[config.mk]
export PLATFORM = sky130hd
export DESIGN_NAME = mem_port_arbiter_flat
export DESIGN_NICKNAME = d
export VERILOG_FILES = /design/src/rtl/mem_port_arbiter_if.sv /design/src/rtl/mem_port_arbiter.sv /design/src/flat_wrapper.sv
export SDC_FILE = /design/constraint.sdc
export NUM_CORES = 1
export LEC_CHECK = 0
export ABC_CLOCK_PERIOD_IN_PS = 3100
export BUFFER_PORTS_ARGS = -buffer_cell sky130_fd_sc_hd__buf_2
export CAP_MARGIN = 5
export CORE_UTILIZATION = 40
export CTS_BUF_LIST = sky130_fd_sc_hd__clkbuf_16
export CTS_CLUSTER_DIAMETER = 50
export DETAILED_ROUTE_END_ITERATION = 6
export PLACE_DENSITY_LB_ADDON = 0.05
export SLEW_MARGIN = 20
export SYNTH_ARGS = -nofsm -noshare
export SYNTH_HDL_FRONTEND = slang
export SYNTH_SLANG_ARGS = --single-unit
[constraint.sdc]
create_clock -name clk -period 3.1 [get_ports clk]
set_input_delay 0.465 -clock clk [delete_from_list [all_inputs] [get_ports clk]]
set_output_delay 0.465 -clock clk [all_outputs]
set_load 0.005 [all_outputs]
[src/rtl/mem_port_arbiter_if.sv]
// ============================================================================
// Module   : mem_port_arbiter_if
// Brief    : Requester and SRAM-side bundle for the shared-memory arbiter.
// Revision : 1.0
// ============================================================================
`default_nettype none

interface mem_port_arbiter_if #(
    parameter int NPORTS = 4,
    parameter int AW     = 4,
    parameter int DW     = 8
);
    logic [NPORTS-1:0]    req;
    logic [NPORTS-1:0]    rw;
    logic [NPORTS*AW-1:0] addr;
    logic [NPORTS*DW-1:0] wdata;
    logic [NPORTS-1:0]    gnt;
    logic [NPORTS-1:0]    rvalid;
    logic [DW-1:0]        rdata;
    logic                 mem_en;
    logic                 mem_we;
    logic [AW-1:0]        mem_addr;
    logic [DW-1:0]        mem_wdata;
    logic [DW-1:0]        mem_rdata;
    logic                 low_power;

    // Requesters plus the SRAM macro sit on the master side.
    modport master (
        output req, rw, addr, wdata, mem_rdata,
        input  gnt, rvalid, rdata, mem_en, mem_we, mem_addr, mem_wdata, low_power
    );

    modport slave (
        input  req, rw, addr, wdata, mem_rdata,
        output gnt, rvalid, rdata, mem_en, mem_we, mem_addr, mem_wdata, low_power
    );
endinterface

`default_nettype wire

[src/rtl/mem_port_arbiter.sv]
// ============================================================================
// Module   : mem_port_arbiter
// Brief    : Round-robin arbiter/sequencer sharing one single-port SRAM, with
//            idle-timeout low-power state.
// Revision : 1.0
// ============================================================================
`default_nettype none

module mem_port_arbiter #(
    parameter int NPORTS  = 4,
    parameter int AW      = 4,
    parameter int DW      = 8,
    parameter int TIMEOUT = 10
) (
    input  logic               clk,
    input  logic               rst,
    mem_port_arbiter_if.slave  bus
);

    localparam int PW = $clog2(NPORTS);
    localparam int CW = (TIMEOUT > 0) ? $clog2(TIMEOUT + 1) : 1;

    typedef enum logic [1:0] {
        S_IDLE      = 2'd0,
        S_ACCESS    = 2'd1,
        S_READ_WAIT = 2'd2,
        S_LOW_POWER = 2'd3
    } state_t;

    state_t            r_state;
    logic [PW-1:0]     r_rr_ptr;
    logic [PW-1:0]     r_winner;
    logic [CW-1:0]     r_idle_cnt;
    logic [NPORTS-1:0] r_gnt;
    logic [NPORTS-1:0] r_rvalid;
    logic [DW-1:0]     r_rdata;
    logic              r_mem_en;
    logic              r_mem_we;
    logic [AW-1:0]     r_mem_addr;
    logic [DW-1:0]     r_mem_wdata;
    logic              r_low_power;

    logic              w_found;
    logic [PW-1:0]     w_winner;
    logic [PW:0]       w_cand;

    // Search upward from the port after the last winner, wrapping at NPORTS.
    always_comb begin
        w_found  = 1'b0;
        w_winner = '0;
        w_cand   = '0;
        for (int i = 1; i <= NPORTS; i++) begin
            w_cand = {1'b0, r_rr_ptr} + (PW+1)'(i);
            if (w_cand >= (PW+1)'(NPORTS)) begin
                w_cand = w_cand - (PW+1)'(NPORTS);
            end
            if (!w_found && bus.req[w_cand[PW-1:0]]) begin
                w_found  = 1'b1;
                w_winner = w_cand[PW-1:0];
            end
        end
    end

    always_ff @(posedge clk or posedge rst) begin
        if (rst) begin
            r_state     <= S_IDLE;
            r_rr_ptr    <= PW'(NPORTS - 1);
            r_winner    <= '0;
            r_idle_cnt  <= '0;
            r_gnt       <= '0;
            r_rvalid    <= '0;
            r_rdata     <= '0;
            r_mem_en    <= 1'b0;
            r_mem_we    <= 1'b0;
            r_mem_addr  <= '0;
            r_mem_wdata <= '0;
            r_low_power <= 1'b0;
        end else begin
            r_gnt    <= '0;
            r_rvalid <= '0;
            r_mem_en <= 1'b0;
            r_mem_we <= 1'b0;
            case (r_state)
                S_IDLE: begin
                    if (w_found) begin
                        r_state           <= S_ACCESS;
                        r_rr_ptr          <= w_winner;
                        r_winner          <= w_winner;
                        r_idle_cnt        <= '0;
                        r_gnt[w_winner]   <= 1'b1;
                        r_mem_en          <= 1'b1;
                        r_mem_we          <= bus.rw[w_winner];
                        r_mem_addr        <= bus.addr[w_winner*AW +: AW];
                        r_mem_wdata       <= bus.wdata[w_winner*DW +: DW];
                    end else if (TIMEOUT != 0 && r_idle_cnt == CW'(TIMEOUT)) begin
                        r_state     <= S_LOW_POWER;
                        r_low_power <= 1'b1;
                        r_idle_cnt  <= '0;
                    end else if (TIMEOUT != 0) begin
                        r_idle_cnt <= r_idle_cnt + CW'(1);
                    end
                end
                S_ACCESS: begin
                    r_state <= r_mem_we ? S_IDLE : S_READ_WAIT;
                end
                S_READ_WAIT: begin
                    r_rdata            <= bus.mem_rdata;
                    r_rvalid[r_winner] <= 1'b1;
                    r_state            <= S_IDLE;
                end
                S_LOW_POWER: begin
                    // Waking costs one cycle; the request is arbitrated from IDLE.
                    if (|bus.req) begin
                        r_state     <= S_IDLE;
                        r_low_power <= 1'b0;
                    end
                end
                default: begin
                    r_state <= S_IDLE;
                end
            endcase
        end
    end

    assign bus.gnt       = r_gnt;
    assign bus.rvalid    = r_rvalid;
    assign bus.rdata     = r_rdata;
    assign bus.mem_en    = r_mem_en;
    assign bus.mem_we    = r_mem_we;
    assign bus.mem_addr  = r_mem_addr;
    assign bus.mem_wdata = r_mem_wdata;
    assign bus.low_power = r_low_power;

endmodule

`default_nettype wire

[src/flat_wrapper.sv]
// flat-port wrapper written by rule: the top's interface ports become plain ports
module mem_port_arbiter_flat 
#(
    parameter int NPORTS  = 4,
    parameter int AW      = 4,
    parameter int DW      = 8,
    parameter int TIMEOUT = 10
)
  (clk, rst, bus_req, bus_rw, bus_addr, bus_wdata, bus_mem_rdata, bus_gnt, bus_rvalid, bus_rdata, bus_mem_en, bus_mem_we, bus_mem_addr, bus_mem_wdata, bus_low_power);
  mem_port_arbiter_if #(.NPORTS(NPORTS), .AW(AW), .DW(DW)) bus_i ();
  input  logic clk;
  input  logic rst;
  input wire logic [$bits(bus_i.req)-1:0] bus_req;
  input wire logic [$bits(bus_i.rw)-1:0] bus_rw;
  input wire logic [$bits(bus_i.addr)-1:0] bus_addr;
  input wire logic [$bits(bus_i.wdata)-1:0] bus_wdata;
  input wire logic [$bits(bus_i.mem_rdata)-1:0] bus_mem_rdata;
  output wire logic [$bits(bus_i.gnt)-1:0] bus_gnt;
  output wire logic [$bits(bus_i.rvalid)-1:0] bus_rvalid;
  output wire logic [$bits(bus_i.rdata)-1:0] bus_rdata;
  output wire logic [$bits(bus_i.mem_en)-1:0] bus_mem_en;
  output wire logic [$bits(bus_i.mem_we)-1:0] bus_mem_we;
  output wire logic [$bits(bus_i.mem_addr)-1:0] bus_mem_addr;
  output wire logic [$bits(bus_i.mem_wdata)-1:0] bus_mem_wdata;
  output wire logic [$bits(bus_i.low_power)-1:0] bus_low_power;
  assign bus_i.req = bus_req;
  assign bus_i.rw = bus_rw;
  assign bus_i.addr = bus_addr;
  assign bus_i.wdata = bus_wdata;
  assign bus_i.mem_rdata = bus_mem_rdata;
  assign bus_gnt = bus_i.gnt;
  assign bus_rvalid = bus_i.rvalid;
  assign bus_rdata = bus_i.rdata;
  assign bus_mem_en = bus_i.mem_en;
  assign bus_mem_we = bus_i.mem_we;
  assign bus_mem_addr = bus_i.mem_addr;
  assign bus_mem_wdata = bus_i.mem_wdata;
  assign bus_low_power = bus_i.low_power;
  mem_port_arbiter #(.NPORTS(NPORTS), .AW(AW), .DW(DW), .TIMEOUT(TIMEOUT)) u_core (.clk(clk), .rst(rst), .bus(bus_i));
endmodule
==> run metrics, run 1 <==
fmax=504 MHz; num rows=26; commonest non-fill, non-tap cell in the layout=buf_2; CTS tree=done; Bufs on Longest Clock Path=2; Pins Over Slew Limit=0; CP top delay family=simple AND/OR/NAND/NOR gates; hold_buf cts=0; Core Region=5170 um2; Critical Path End Type=register; DRT iter0 DRCs=62; vias=1,844; Syn Inst Count=205; Peak VDD IR=0.000520 V; Clock Tree Root=clkbuf_16; WP buf/inv=1; via/cell ratio=4.96; CP arrival=2130 ps; Synth Cell Area=2190 um2; Top FF cell, synth=dfrtp_1; vias in the first global route=1,736; Clock transition at path regs=60 ps; CP peak stage delay=430 ps; HPWL after detailed placement=3740 um; Syn Nets=273; drc violations=0; Final Hold Fails=0; Leak Pwr=1.41 nW; sequential area share after synthesis=47.1%; worst-margin pin slew=932 ps; Min-Delay Path Class=in2async; Worst Setup SP=u_core.r_state[1]; final core utilization=55.3%; count of cell types in the netlist=40; Final setup viols=0; Ant. Diodes=0; design area=2860 um2; H-Tree Depth=2; placed inst area=2730 um2; pwr dens=868 nW/um2; Final ANT Viol Nets=0; startpoint types=register; total die area=5760 um2; post-CTS sizing=0; Yosys reg bits=41; YS warnings=0; CTS Sinks=41; register area=1030 um2; area of the multi-input gates=1010 um2; commonest cells after routing, fill and taps aside=96 x buf_2, 39 x dfrtp_1, 23 x nor2_1; DR WL/cell=13.8 um; Worst Path Max Fanout=20; RePlAce Congestion=0.749; clk_skew=6.47 ps; Initial Util=42.3%; crit path time final=1980 ps; unrepaired setup endpoints after global routing=false; total track usage=18.2%; # nets final=370; IO Port Bufs=96; Setup Crit Path Kind=reg2reg; initial antenna violation count=0; Req. time, crit path=3250 ps; largest net degree at the start of global routing=24; share of post-route cells with drive strength above 1=46.0%; cts bufs inserted=5; part of the cycle the worst path needs=64.0%; reg2reg start=u_core.r_state[1]; grt ovf=0; latest clock arrival within the worst-skew pair=280 ps; postcts setup bufs=0; Syn Area/Cell=10.7 um2; area delta synth->final=30.9%; DRT Wirelength=5120 um; Initial DRT Pass Iterations=4; Setup TNS Final=0 ps; Die Height=75.9 um; number of flops mapped to enable cells by yosys=0; Fillers=467; slowest CP cell=dfrtp_1; most frequent CP cell=a211oi_1; worst path cell trace=nor2_1 > nand2_1 > inv_2 > nand2_2 > a211oi_1 > a211oi_1; first-pass GRT wire length=8310 um; Die W=75.9 um; worst rel slew slack=37.7%; Max-Cap Viols=0; status=finished, final reports clean; # IOs=97; share of flip-flops with an asynchronous set or reset=100%
[power breakdown]
group          switching, mW  internal (mW)
Sequential             0.125          0.766
Combinational          0.603          0.506
Clock                  0.194          0.290
[routing by layer]
layer,track usage (%),up-vias,part of all wire [%]
met5,0,-,0
met4,4.04,0,0.66
met3,4.94,4,5.1
met2,29.8,60,48
met1,24.1,859,46
li1,-,921,-
[metrics by stage]
| stage | power [mW] | setup WS (ps) | instances | hold slack [ps] |
|---|---|---|---|---|
| 2_1_floorplan | 1.68 | 1450 | 205 | 448 |
| 3_3_place_gp | 2.00 | 914 | 365 | 463 |
| 3_5_place_dp | 2.02 | 866 | 365 | 474 |
| 4_1_cts | 2.51 | 1110 | 372 | 200 |
| 5_1_grt | 2.67 | 948 | 372 | 229 |
| 6_report | 2.48 | 1120 | 372 | 183 |
[cells by family (layout without fill, tap and decap cells)]
logic type,after synthesis,in the layout,synth area share [%]
compound gates,54,54,21.4
buf+inv,29,126,6.93
flops,41,41,47.1
mux,22,22,10.5
simple gates,57,57,12.9
fa+ha+maj,2,2,1.14
[cell usage after synthesis (2+ instances only)]
cell type	count	area (um2)
a211oi_1	4	30.0
a211oi_2	20	250
a21oi_1	3	15.0
a31oi_1	12	75.1
and2_1	2	12.5
and3_1	3	18.8
buf_2	3	15.0
buf_4	2	15.0
buf_6	2	22.5
clkbuf_1	4	15.0
dfrtp_1	39	976
dfstp_2	2	52.6
ha_1	2	25.0
inv_1	16	60.1
mux2_1	6	67.6
mux2_2	2	22.5
mux2i_1	14	140
nand2_1	8	30.0
nand3_1	4	20.0
nor2_1	23	86.3
nor2b_1	5	31.3
o21ai_1	9	45.0
o21ai_2	2	17.5
or2_1	2	12.5
[cell type report]
class | instances | share of cell area (%)
Sequential cell | 41 | 35.9
Multi-Input combinational cell | 135 | 35.2
Timing Repair Buffer | 102 | 18.8
Clock buffer | 5 | 4.37
Tap cell | 70 | 3.06
Inverter | 17 | 2.23
Clock inverter | 2 | 0.394
[state kept, by name (all words and copies together) (netlist names)]
register and flops:
u_core.bus.rvalid 4, u_core.bus.rdata 8, u_core.r_state 2, u_core.bus.mem_wdata 8, u_core.bus.mem_en 1, u_core.bus.mem_addr 4, u_core.r_idle_cnt 4, u_core.bus.mem_we 1
u_core.r_rr_ptr 2, u_core.bus.low_power 1, u_core.r_winner 2, u_core.bus.gnt 4
[path summary, 6_finish.rpt]
path,end,slack (ps),cells past startpoint
worst max register to register,u_core.bus.mem_addr[2],1120,6
worst min register to register,u_core.bus.rdata[4],480,1
min in group clk,u_core.bus.rdata[4],410,2
max in group asynchronous,u_core.r_rr_ptr[0],2190,3
worst min-delay path,u_core.bus.mem_wdata[1],180,2
worst max-delay path,u_core.bus.mem_addr[2],1120,6
No activity file was read; power rests on OpenSTA's default activity.
==> inputs of run 2 (changes only) <==
--- a/config.mk
+++ b/config.mk
@@ -5,7 +5,7 @@
 export SDC_FILE = /design/constraint.sdc
 export NUM_CORES = 1
 export LEC_CHECK = 0
-export ABC_CLOCK_PERIOD_IN_PS = 3100
+export ABC_CLOCK_PERIOD_IN_PS = 1900
 export BUFFER_PORTS_ARGS = -buffer_cell sky130_fd_sc_hd__buf_2
 export CAP_MARGIN = 5
 export CORE_UTILIZATION = 40
==> constraint.sdc (replaced) <==
create_clock -name clk -period 1.9 [get_ports clk]
set_input_delay 0.285 -clock clk [delete_from_list [all_inputs] [get_ports clk]]
set_output_delay 0.285 -clock clk [all_outputs]
set_load 0.005 [all_outputs]
==> run 2 against run 1 <==
  * Hold slack gained 38 ps
  * Non-clock buffer count rose by 8
  * Clock power grew 73%
  * Wire length rose by 0.29%
  * Critical path depth is 1 lower
==> run metrics, run 2 (synthesis results as in run 1) <==
status=finished, final reports clean; IO Port Bufs=96; Initial Util=42.3%; vias=1,874; HPWL after detailed placement=3830 um; CP peak stage delay=560 ps; Worst Path Max Fanout=8; total track usage=18.7%; # nets final=378; Final ANT Viol Nets=0; worst path cell trace=or3b_1 > o311ai_4 > nor2_1 > buf_4 > a211oi_2; area delta synth->final=35.4%; drc violations=0; first-pass GRT wire length=8630 um; worst-margin pin slew=512 ps; cell count of the worst reg-to-reg path=5; design area=2960 um2; latest clock arrival within the worst-skew pair=280 ps; H-Tree Depth=2; Worst Setup SP=u_core.r_rr_ptr[0]; vias in the first global route=1,785; Clock Tree Root=clkbuf_16; postcts setup bufs=0; grt ovf=0; Bufs on Longest Clock Path=2; Min-Delay Path Class=in2reg; Critical Path End Type=register; final core utilization=57.2%; placed inst area=2790 um2; Ant. Diodes=0; total die area=5760 um2; CP Capture Point=u_core.bus.mem_addr[3]; Die W=75.9 um; share of post-route cells with drive strength above 1=47.6%; part of the cycle the worst path needs=92.7%; Die Height=75.9 um; Clock transition at path regs=60 ps; RePlAce Congestion=0.772; Req. time, crit path=2060 ps; Leak Pwr=1.46 nW; commonest non-fill, non-tap cell in the layout=buf_2; via/cell ratio=4.92; CTS Sinks=41; Max-Cap Viols=0; largest net degree at the start of global routing=20; pwr dens=1430 nW/um2; hold_ws=221 ps; num rows=26; startpoint types=register; CTS tree=done; CP arrival=1920 ps; slowest CP cell=dfstp_2; DRT iter0 DRCs=87; RR Endpoint=u_core.bus.mem_addr[3]; clk_skew=6.67 ps; DR WL/cell=13.5 um; initial antenna violation count=0; Initial DRT Pass Iterations=4; Core Region=5170 um2; Pins Over Slew Limit=0; Peak VDD IR=0.000560 V; worst rel slew slack=65.7%; fmax=568 MHz; Final Hold Fails=0; reg2reg start=u_core.r_rr_ptr[0]; # IOs=97; r2r setup slk=140 ps; Final setup viols=0; crit path time final=1760 ps; cts bufs inserted=5; commonest cells after routing, fill and taps aside=96 x buf_2, 39 x dfrtp_1, 23 x nor2_1; Setup Crit Path Kind=reg2reg; DRT Wirelength=5140 um
==> run 2: cell types whose count changed in the layout (fill, tap and decap cells not counted), sizes merged <==
cell	previous run	this run
buf	102	109
dlygate4sd3	0	1
inv	16	17
==> run 2: how the worst min path moves through the flow <==
stage                           from                  end  slack [ps]  depth (start not counted)
floorplan           bus_mem_rdata[0]  u_core.bus.rdata[0]         420                          1
finish              bus_mem_rdata[2]  u_core.bus.rdata[2]         220                          2
global placement                 rst  u_core.bus.rdata[5]         240                          2
detailed placement               rst  u_core.bus.rdata[6]         240                          2
CTS                 bus_mem_rdata[3]  u_core.bus.rdata[3]         220                          2
global route        bus_mem_rdata[0]  u_core.bus.rdata[0]         220                          2
==> run 2: per-layer routing <==
metal  routed length, um  track usage [%]  part of all wire, %  vias up
li1                    -                -                    -      940
met1                2370             25.4                   46      875
met2                2470             29.8                   48       57
met3                 262             4.10                  5.1        2
met4                  29             5.77                 0.56        0
met5                   0                0                    0        -
==> run 2: stage by stage <==
step | total power, mW | TNS [ps] | setup WS [ps] | std cells
final | 4.23 | 0 | 138 | 381
after global placement | 3.38 | 0 | 149 | 372
after CTS | 4.28 | 0 | 120 | 381
after detailed placement | 3.42 | 0 | 128 | 372
after floorplan | 2.74 | 0 | 254 | 205
after global routing | 4.56 | -12.5 | -6.47 | 381
==> run 2: where the power goes <==
group / leakage (nW) / switching [mW] / internal, mW
Sequential: 0.497 / 0.201 / 1.25
Clock: 0.0704 / 0.347 / 0.493
Combinational: 0.893 / 1.01 / 0.924
==> run 2: repair_timing <==
| item | in CTS | in global routing |
|---|---|---|
| gates resized for setup | 0 | 1 |
| endpoints found under the hold margin | 10 | 0 |
| hold buffers | 1 | 0 |
| setup endpoints to repair | 0 | 3 |
==> run 2: final cells by class <==
type | instances | area, um2
timing repair buffer | 110 | 613
clock inverter | 3 | 25.0
tap | 70 | 87.6
sequential | 41 | 1030
multi-input combinational | 135 | 1020
inverter | 17 | 63.8
clock buffer | 5 | 125
fill | 463 | 2210
==> run 2: worst max-delay path: cells and delay by family (launching register included) <==
family | cells | cell delay, ps
buf+inv | 1 | 290
flops | 1 | 560
simple gates | 2 | 580
compound gates | 2 | 210
